## src/rtl/reg_writeback_unit.sv

```systemverilog
// Merges the single-cycle ALU result and FIFO-buffered load results onto the register-file write port, and tracks a busy mask of registers with outstanding loads.
// Latency: ALU result written 1 cycle after acceptance; a load takes 2 cycles through the FIFO, or 1 cycle when the WB_MEM_BYPASS_EN macro is defined and the bypass applies.
// Backpressure: mem_ready is the registered !full; a FIFO head that keeps losing to the ALU eventually stalls the ALU for one cycle via alu_stall.
module reg_writeback_unit #(
   parameter int DEPTH        = 4,
   parameter int STARVE_LIMIT = 3
) (
   input  logic        clk,
   input  logic        rst,
   input  logic        alu_valid,
   input  logic [4:0]  alu_rd,
   input  logic [31:0] alu_data,
   output logic        alu_stall,
   input  logic        mem_valid,
   output logic        mem_ready,
   input  logic [4:0]  mem_rd,
   input  logic [31:0] mem_data,
   input  logic        issue_valid,
   input  logic [4:0]  issue_rd,
   output logic [31:0] busy_mask,
   output logic        reg_write,
   output logic [4:0]  rd_addr,
   output logic [31:0] write_data
);

   localparam int            PW       = $clog2(DEPTH);
   localparam int            CW       = PW + 1;
   localparam logic [CW-1:0] FULL_CNT = CW'(DEPTH);
   localparam logic [3:0]    LIMIT    = 4'(STARVE_LIMIT);

   typedef struct packed {
      logic [4:0]  rd;
      logic [31:0] data;
   } wb_ent_t;

   wb_ent_t       fifo_q [DEPTH];
   wb_ent_t       fifo_d [DEPTH];
   logic [PW-1:0] wr_ptr_q, wr_ptr_d;
   logic [PW-1:0] rd_ptr_q, rd_ptr_d;
   logic [CW-1:0] count_q, count_d;
   logic [3:0]    starve_q, starve_d;
   logic          ready_q, ready_d;
   logic [31:0]   busy_q, busy_d;
   logic          wr_en_q, wr_en_d;
   logic [4:0]    wr_rd_q, wr_rd_d;
   logic [31:0]   wr_data_q, wr_data_d;

   logic          fifo_empty;
   logic          mem_xfer;
   logic          push;
   logic          pop;
   logic          bypass;
   wb_ent_t       head;

   // ready is held low while rst is asserted, even though the flop itself resets to "not full"
   assign fifo_empty = (count_q == '0);
   assign mem_ready  = ready_q && !rst;
   assign mem_xfer   = mem_valid && mem_ready;
   assign alu_stall  = (starve_q == LIMIT) && !fifo_empty;
   assign head       = fifo_q[rd_ptr_q];
   assign push       = mem_xfer && !bypass;

   assign busy_mask  = busy_q;
   assign reg_write  = wr_en_q;
   assign rd_addr    = wr_rd_q;
   assign write_data = wr_data_q;

   // write-port arbitration: starved FIFO head, then ALU, then FIFO, then (optionally) bypassed load
   always_comb begin
      pop       = 1'b0;
      bypass    = 1'b0;
      wr_en_d   = 1'b0;
      wr_rd_d   = wr_rd_q;
      wr_data_d = wr_data_q;
      starve_d  = starve_q;
      if (alu_stall) begin
         pop = 1'b1;
      end else if (alu_valid) begin
         wr_en_d   = (alu_rd != 5'd0);
         wr_rd_d   = alu_rd;
         wr_data_d = alu_data;
         // only reachable with starve_q < LIMIT when the FIFO is non-empty, so no overflow
         if (!fifo_empty) begin
            starve_d = starve_q + 4'd1;
         end
      end else if (!fifo_empty) begin
         pop = 1'b1;
      end
`ifdef WB_MEM_BYPASS_EN
      else if (mem_xfer) begin
         bypass = 1'b1;
      end
`endif
      if (pop) begin
         wr_en_d   = (head.rd != 5'd0);
         wr_rd_d   = head.rd;
         wr_data_d = head.data;
         starve_d  = 4'd0;
      end
      if (bypass) begin
         wr_en_d   = (mem_rd != 5'd0);
         wr_rd_d   = mem_rd;
         wr_data_d = mem_data;
      end
      if (fifo_empty) begin
         starve_d = 4'd0;
      end
   end

   // load-result FIFO: pointers, occupancy and the registered not-full flag
   always_comb begin
      fifo_d   = fifo_q;
      wr_ptr_d = wr_ptr_q;
      rd_ptr_d = rd_ptr_q;
      count_d  = count_q;
      if (push) begin
         fifo_d[wr_ptr_q] = '{rd: mem_rd, data: mem_data};
         wr_ptr_d         = wr_ptr_q + 1'b1;
      end
      if (pop) begin
         rd_ptr_d = rd_ptr_q + 1'b1;
      end
      if (push && !pop) begin
         count_d = count_q + CW'(1);
      end else if (pop && !push) begin
         count_d = count_q - CW'(1);
      end
      ready_d = (count_d != FULL_CNT);
   end

   // busy scoreboard: load completion clears, issue sets afterwards so set wins, r0 never busy
   always_comb begin
      busy_d = busy_q;
      if (pop) begin
         busy_d[head.rd] = 1'b0;
      end
      if (bypass) begin
         busy_d[mem_rd] = 1'b0;
      end
      if (issue_valid) begin
         busy_d[issue_rd] = 1'b1;
      end
      busy_d[0] = 1'b0;
   end

   // control state and write-port registers, synchronous reset drops all pending loads
   always_ff @(posedge clk) begin
      if (rst) begin
         wr_ptr_q  <= '0;
         rd_ptr_q  <= '0;
         count_q   <= '0;
         starve_q  <= 4'd0;
         ready_q   <= 1'b1;
         busy_q    <= 32'd0;
         wr_en_q   <= 1'b0;
         wr_rd_q   <= 5'd0;
         wr_data_q <= 32'd0;
      end else begin
         wr_ptr_q  <= wr_ptr_d;
         rd_ptr_q  <= rd_ptr_d;
         count_q   <= count_d;
         starve_q  <= starve_d;
         ready_q   <= ready_d;
         busy_q    <= busy_d;
         wr_en_q   <= wr_en_d;
         wr_rd_q   <= wr_rd_d;
         wr_data_q <= wr_data_d;
      end
   end

   // FIFO storage needs no reset: occupancy alone decides what is valid
   always_ff @(posedge clk) begin
      fifo_q <= fifo_d;
   end

endmodule

```

## config.mk

```make
export PLATFORM = sky130hd
export DESIGN_NAME = reg_writeback_unit
export DESIGN_NICKNAME = d
export VERILOG_FILES = /design/src/rtl/reg_writeback_unit.sv
export SDC_FILE = /design/constraint.sdc
export NUM_CORES = 1
export LEC_CHECK = 0
export CAP_MARGIN = 0
export CORE_UTILIZATION = 53
export DETAILED_ROUTE_END_ITERATION = 8
export PLACE_DENSITY = 0.89
export REMOVE_ABC_BUFFERS = 1
export SLEW_MARGIN = 25
export SYNTH_ARGS = -nofsm -noshare
export SYNTH_HDL_FRONTEND = slang
export SYNTH_SLANG_ARGS = --single-unit
```

## constraint.sdc

```tcl
create_clock -name clk -period 3.52 [get_ports clk]
set_clock_uncertainty 0.15 [all_clocks]
set_input_delay 0.704 -clock clk [delete_from_list [all_inputs] [get_ports clk]]
set_output_delay 0.704 -clock clk [all_outputs]
set_load 0.01 [all_outputs]
```

# Word-level counts from Yosys, hierarchy flattened
# Cells that the tools add are included.
dict set report word_totals {
  reg_bits 230
  input_bits 84
  elab_cells 84
}
dict set report op_classes {
  n_addsub 5
  magnitude_cmp 7
  eq_ne 3
  mux 26
  bitwise 6
  n_reduce_logical 19
}
# op n
set op_table {}
lappend op_table {{$mux W32} 5}
lappend op_table {{$bwmux W148} 1}
lappend op_table {{$mux W37} 3}
lappend op_table {{$bmux W37 S2} 1}
lappend op_table {{$demux W37 S2} 1}
lappend op_table {{$and A32 B32 Y32} 1}
lappend op_table {{$not A32 Y32} 1}
lappend op_table {{$or A32 B32 Y32} 1}
lappend op_table {{$mux W5} 3}
lappend op_table {{$lt A5 B6 Y1 const B} 2}
lappend op_table {{$demux W1 S5} 2}
lappend op_table {{$ge A5 B1 Y1 const B} 2}
lappend op_table {{$reduce_bool A5 Y1} 2}
lappend op_table {{$logic_and A1 B1 Y1} 8}
lappend op_table {{$mux W1} 8}
lappend op_table {{$ge A3 B3 Y1 const B} 2}
lappend op_table {{$mux W3} 2}
lappend op_table {{$not A2 Y3} 2}
lappend op_table {{$add A2 B1 Y2 const B} 2}
lappend op_table {{$add A4 B1 Y4 const B} 1}
lappend op_table {{$eq A4 B2 Y1 const B} 1}
lappend op_table {{$logic_not A1 Y1} 4}
lappend op_table {{$reduce_and A2 Y1} 2}
lappend op_table {{$add A3 B1 Y3 const B} 1}
lappend op_table {{other kinds (8)} 8}

# Longest topological paths before layout
dict set report depth {
  depth_word 13
  depth_mapped 9
  depth_no_buf 7
}

# Worst setup path after synthesis
# No wires, ideal clock.
dict set report synth_path {
  path_kind {input to register}
  from {input port rst}
  to {register fifo_q[0] in the netlist's numbering (enable)}
  setup_ps 398
  arrival_time_ps 2231
  required_time_ps 2972
  setup_slack_ps 741
  cell_stages 4
  n_path_buf 2
  cell_sequence {clkbuf_1 -> and3b_1 -> clkbuf_1 -> and2_1}
}
dict set report synth_via {
  elab_chain_cells 3
}
# item line
set synth_lines {}
lappend synth_lines {{start, declared} 9} ;# input logic rst,
lappend synth_lines {{$logic_not A1 Y1} 57} ;# assign mem_ready = ready_q && !rst;
lappend synth_lines {{$logic_and A1 B1 Y1} 57}
lappend synth_lines {{$logic_and A1 B1 Y1} 58} ;# assign mem_xfer = mem_valid && mem_ready;
lappend synth_lines {{end signal, assigned} 173} ;# fifo_q <= fifo_d;
lappend synth_lines {{end, declared} 36} ;# wb_ent_t fifo_q [DEPTH];
# Every way passes these cells.
# A chain may end at the register's enable or synchronous reset.

# Final worst setup path
dict set report layout_path {
  from {register count_q[1]}
  to {output port alu_stall}
}
dict set report layout_via {
  elab_chain_cells 3
}
# item line
set layout_lines {}
lappend layout_lines {{start, declared} 40} ;# logic [CW-1:0] count_q, count_d;
lappend layout_lines {{start signal, assigned} 161} ;# count_q <= count_d;
lappend layout_lines {{$logic_not A3 Y1} 56} ;# assign fifo_empty = (count_q == '0);
lappend layout_lines {{$logic_not A1 Y1} --}
lappend layout_lines {{$logic_and A1 B1 Y1} 59} ;# assign alu_stall = (starve_q == LIMIT) && !fifo_empty;
lappend layout_lines {{end, declared} 13} ;# output logic alu_stall,
# Every way passes these cells.

==> impl_metrics.toml <==
[route]
routedWlPerCell_um = 21.1
antenna_left = 0
drc_errors = 0
dr_total_vias = 5855
viasPerCell = 5.89
drt_pass1_iterations = 5
totalWireLength_um = 20900
first_iter_violations = 472

[floorplanning]
die_w_um = 132
core_sq_mm = 0.0165
die_y_um = 132
start_util = 0.541
pin_count = 156
dieArea_sq_mm = 0.0174
row_count = 47

[setup_path]
slowest_delay_ns = 0.52
crit_arrival_ns = 2.24
critPathSlowestCell = "clkdlybuf4s50_1"
critPathKind = "reg2out"
worstReg2RegEnd = "write_data[25]"
crit_path_start_kind = "flop"
required_ns = 2.67
cp_num_buf_inv = 2
cp_max_fo = 5
r2r_start = "starve_q[0]"
rr_worst_depth = 6
reg2reg_slack_ns = 0.81
crit_chain = "inv_1 > ha_1 > nor2b_1 > nor2_1 > clkdlybuf4s50_1"
crit_start = "count_q[1]"
cp-end-kind = "primary output"
cp_top_family = "buffers and inverters"

[hold_path]
hold_path.class = "reg2reg"
hold_depth = 1
holdPathEnd = "starve_q[0]"
min_from = "starve_q[0]"

[cells_and_area]
drive_gt1_frac = 0.127
fillCellCount = 1033
syn_to_final_growth_pct = 28.0
stdcell_count = 994
antenna_cells = 0
layout_commonest_cell = "clkdlybuf4s50_1"
nets = 850
layout_common_cells = "clkdlybuf4s50_1, edfxtp_1, dfxtp_1"

[clock_tree]
cts-root-buf = "clkbuf_16"
clk-insertion-delay-late_ns = 0.51
cts_resized = 0
cts_hold_buf = 0
clk_path_buf_depth = 3
htree_levels = 1
cts.sinks = 229
clkTransAtPathRegs_ns = 0.06
numCtsBuffers = 22
post-cts-setup-buffers = 0
cts_tree = "done"

[sta]
finalHoldViolCount = 0
relSlewSlack = 0.310
drv_slew = 0
setup_viol = 0
setup_tns_ns = 0
min_period_over_period = 0.879
fmax_mhz = 323
tightest_slew_ns = 1.03
fin_hold_ws_ns = 0.306
layout_setup_ws_ns = 0.426
fin_crit_ns = 3.09
rsz0062_at_grt = "no"

[run_status]
status = "completed"

[pwr]
design_power_total_mw = 7.59
ir_drop_mv = 0.529
p_per_area_mw_per_mm2 = 663
leakage_nw = 3.82

[synth]
synth-seq-area-share = 0.679
syn_area_sq_mm = 0.00894
avgSynthCellArea_sq_um = 14.9
synth_seq_cells = 229
synthCells = 601
ys_types = 40
yosys_warnings = 0

[global_route]
overflow = 0
grt_pass1_vias = 5861
track_usage = 0.239
grt_first_pass_wirelength_um = 31900
grt_max_degree = 50
antenna_found_initial = 0

[placed_design]
place_ws_ns = 0.637
hpwlAfterDp_um = 13400
portBuffers = 154
gp_congestion = 0.879
dp_cells = 954

[run]
cap_violations = 0
==> cell type report <==
class / count / area (sq um) / area share
inverters: 4 / 15.0 / 0.00131
clock buffers: 29 / 638 / 0.0558
multi-input cells: 334 / 2690 / 0.235
flip-flops and latches: 229 / 6070 / 0.530
well taps: 220 / 275 / 0.0241
clock inverters: 11 / 109 / 0.00952
repair buffers: 167 / 1650 / 0.144
==> worst max path at each step <==
stage                     cells after the start              to  slack [ns]
final                                         5       alu_stall        0.43
after global routing                          5       alu_stall        0.32
after CTS                                     5       alu_stall        0.41
after detailed placement                      5  write_data[13]        0.64
after global placement                        6     rd_ptr_q[1]        0.73
after floorplan                               4       reg_write        0.16
==> layer usage <==
| layer | share of wire | global-route usage | up-vias | wire [um] |
|---|---|---|---|---|
| met5 | 0 | 0 | - | 0 |
| met4 | 0.029 | 0.0898 | 0 | 599 |
| met3 | 0.073 | 0.0396 | 48 | 1530 |
| met2 | 0.50 | 0.414 | 326 | 10500 |
| met1 | 0.40 | 0.303 | 2884 | 8300 |
| li1 | - | - | 2597 | - |
==> through the flow <==
stage           util  area, sq um
6_report       0.692        11400
2_1_floorplan      -         8760
3_3_place_gp   0.647        10700
4_1_cts        0.692        11400
3_5_place_dp   0.647        10700
5_1_grt        0.692        11400
==> cells by family (layout without fill, tap and decap cells) <==
| family | count (synthesis) | after routing | synth area share |
|---|---|---|---|
| other | 1 | 1 | 0.000420 |
| xor gates and xnor gates | 7 | 7 | 0.00686 |
| adders and majority gates | 10 | 10 | 0.0134 |
| AOI/OAI and AO/OA | 109 | 109 | 0.0750 |
| DFF | 229 | 229 | 0.679 |
| muxes | 73 | 73 | 0.134 |
| buffers and inverters | 38 | 211 | 0.0216 |
| and+or+nand+nor | 134 | 134 | 0.0701 |
==> Yosys cell counts (all sizes together) <==
cell,count,area (sq um)
nor2b,6,37.5
and2,5,31.3
o221ai,2,17.5
clkbuf,19,71.3
or4,1,7.51
mux4,37,837
or3b,1,11.3
o21ai,32,160
conb,1,3.75
maj3,2,20.0
xor2,2,17.5
or3,3,23.8
a211o,1,8.76
ha,8,100
dfxtp,81,1620
nand3b,4,30.0
a211oi,36,270
o31ai,2,20.0
edfxtp,148,4440
nor3,2,10.0
nor3b,4,30.0
mux2i,36,360
buf,15,106
a21o,1,7.51
nand3,4,20.0
and3,3,18.8
xnor2,5,43.8
inv,4,15.0
nand2b,3,18.8
a21oi,35,186
nand2,44,165
and3b,4,35.0
nor2,50,188
==> state kept, by name (all words and copies together) (netlist names) <==
signal and cells:
wr_ptr_q 2, reg_write 1, write_data 32, count_q 3, ready_q 1, starve_q 4
fifo_q 148, rd_ptr_q 2, rd_addr 5, busy_mask 31
==> power breakdown <==
part	leakage, nW	switching (mW)	total, mW	internal [mW]
registers	2.01	0.179	3.30	3.12
logic	1.44	0.945	1.88	0.932
clock network	0.368	0.986	2.41	1.42
total	3.82	2.11	7.59	5.48
Note: power is estimated with default switching activity, not from simulation.
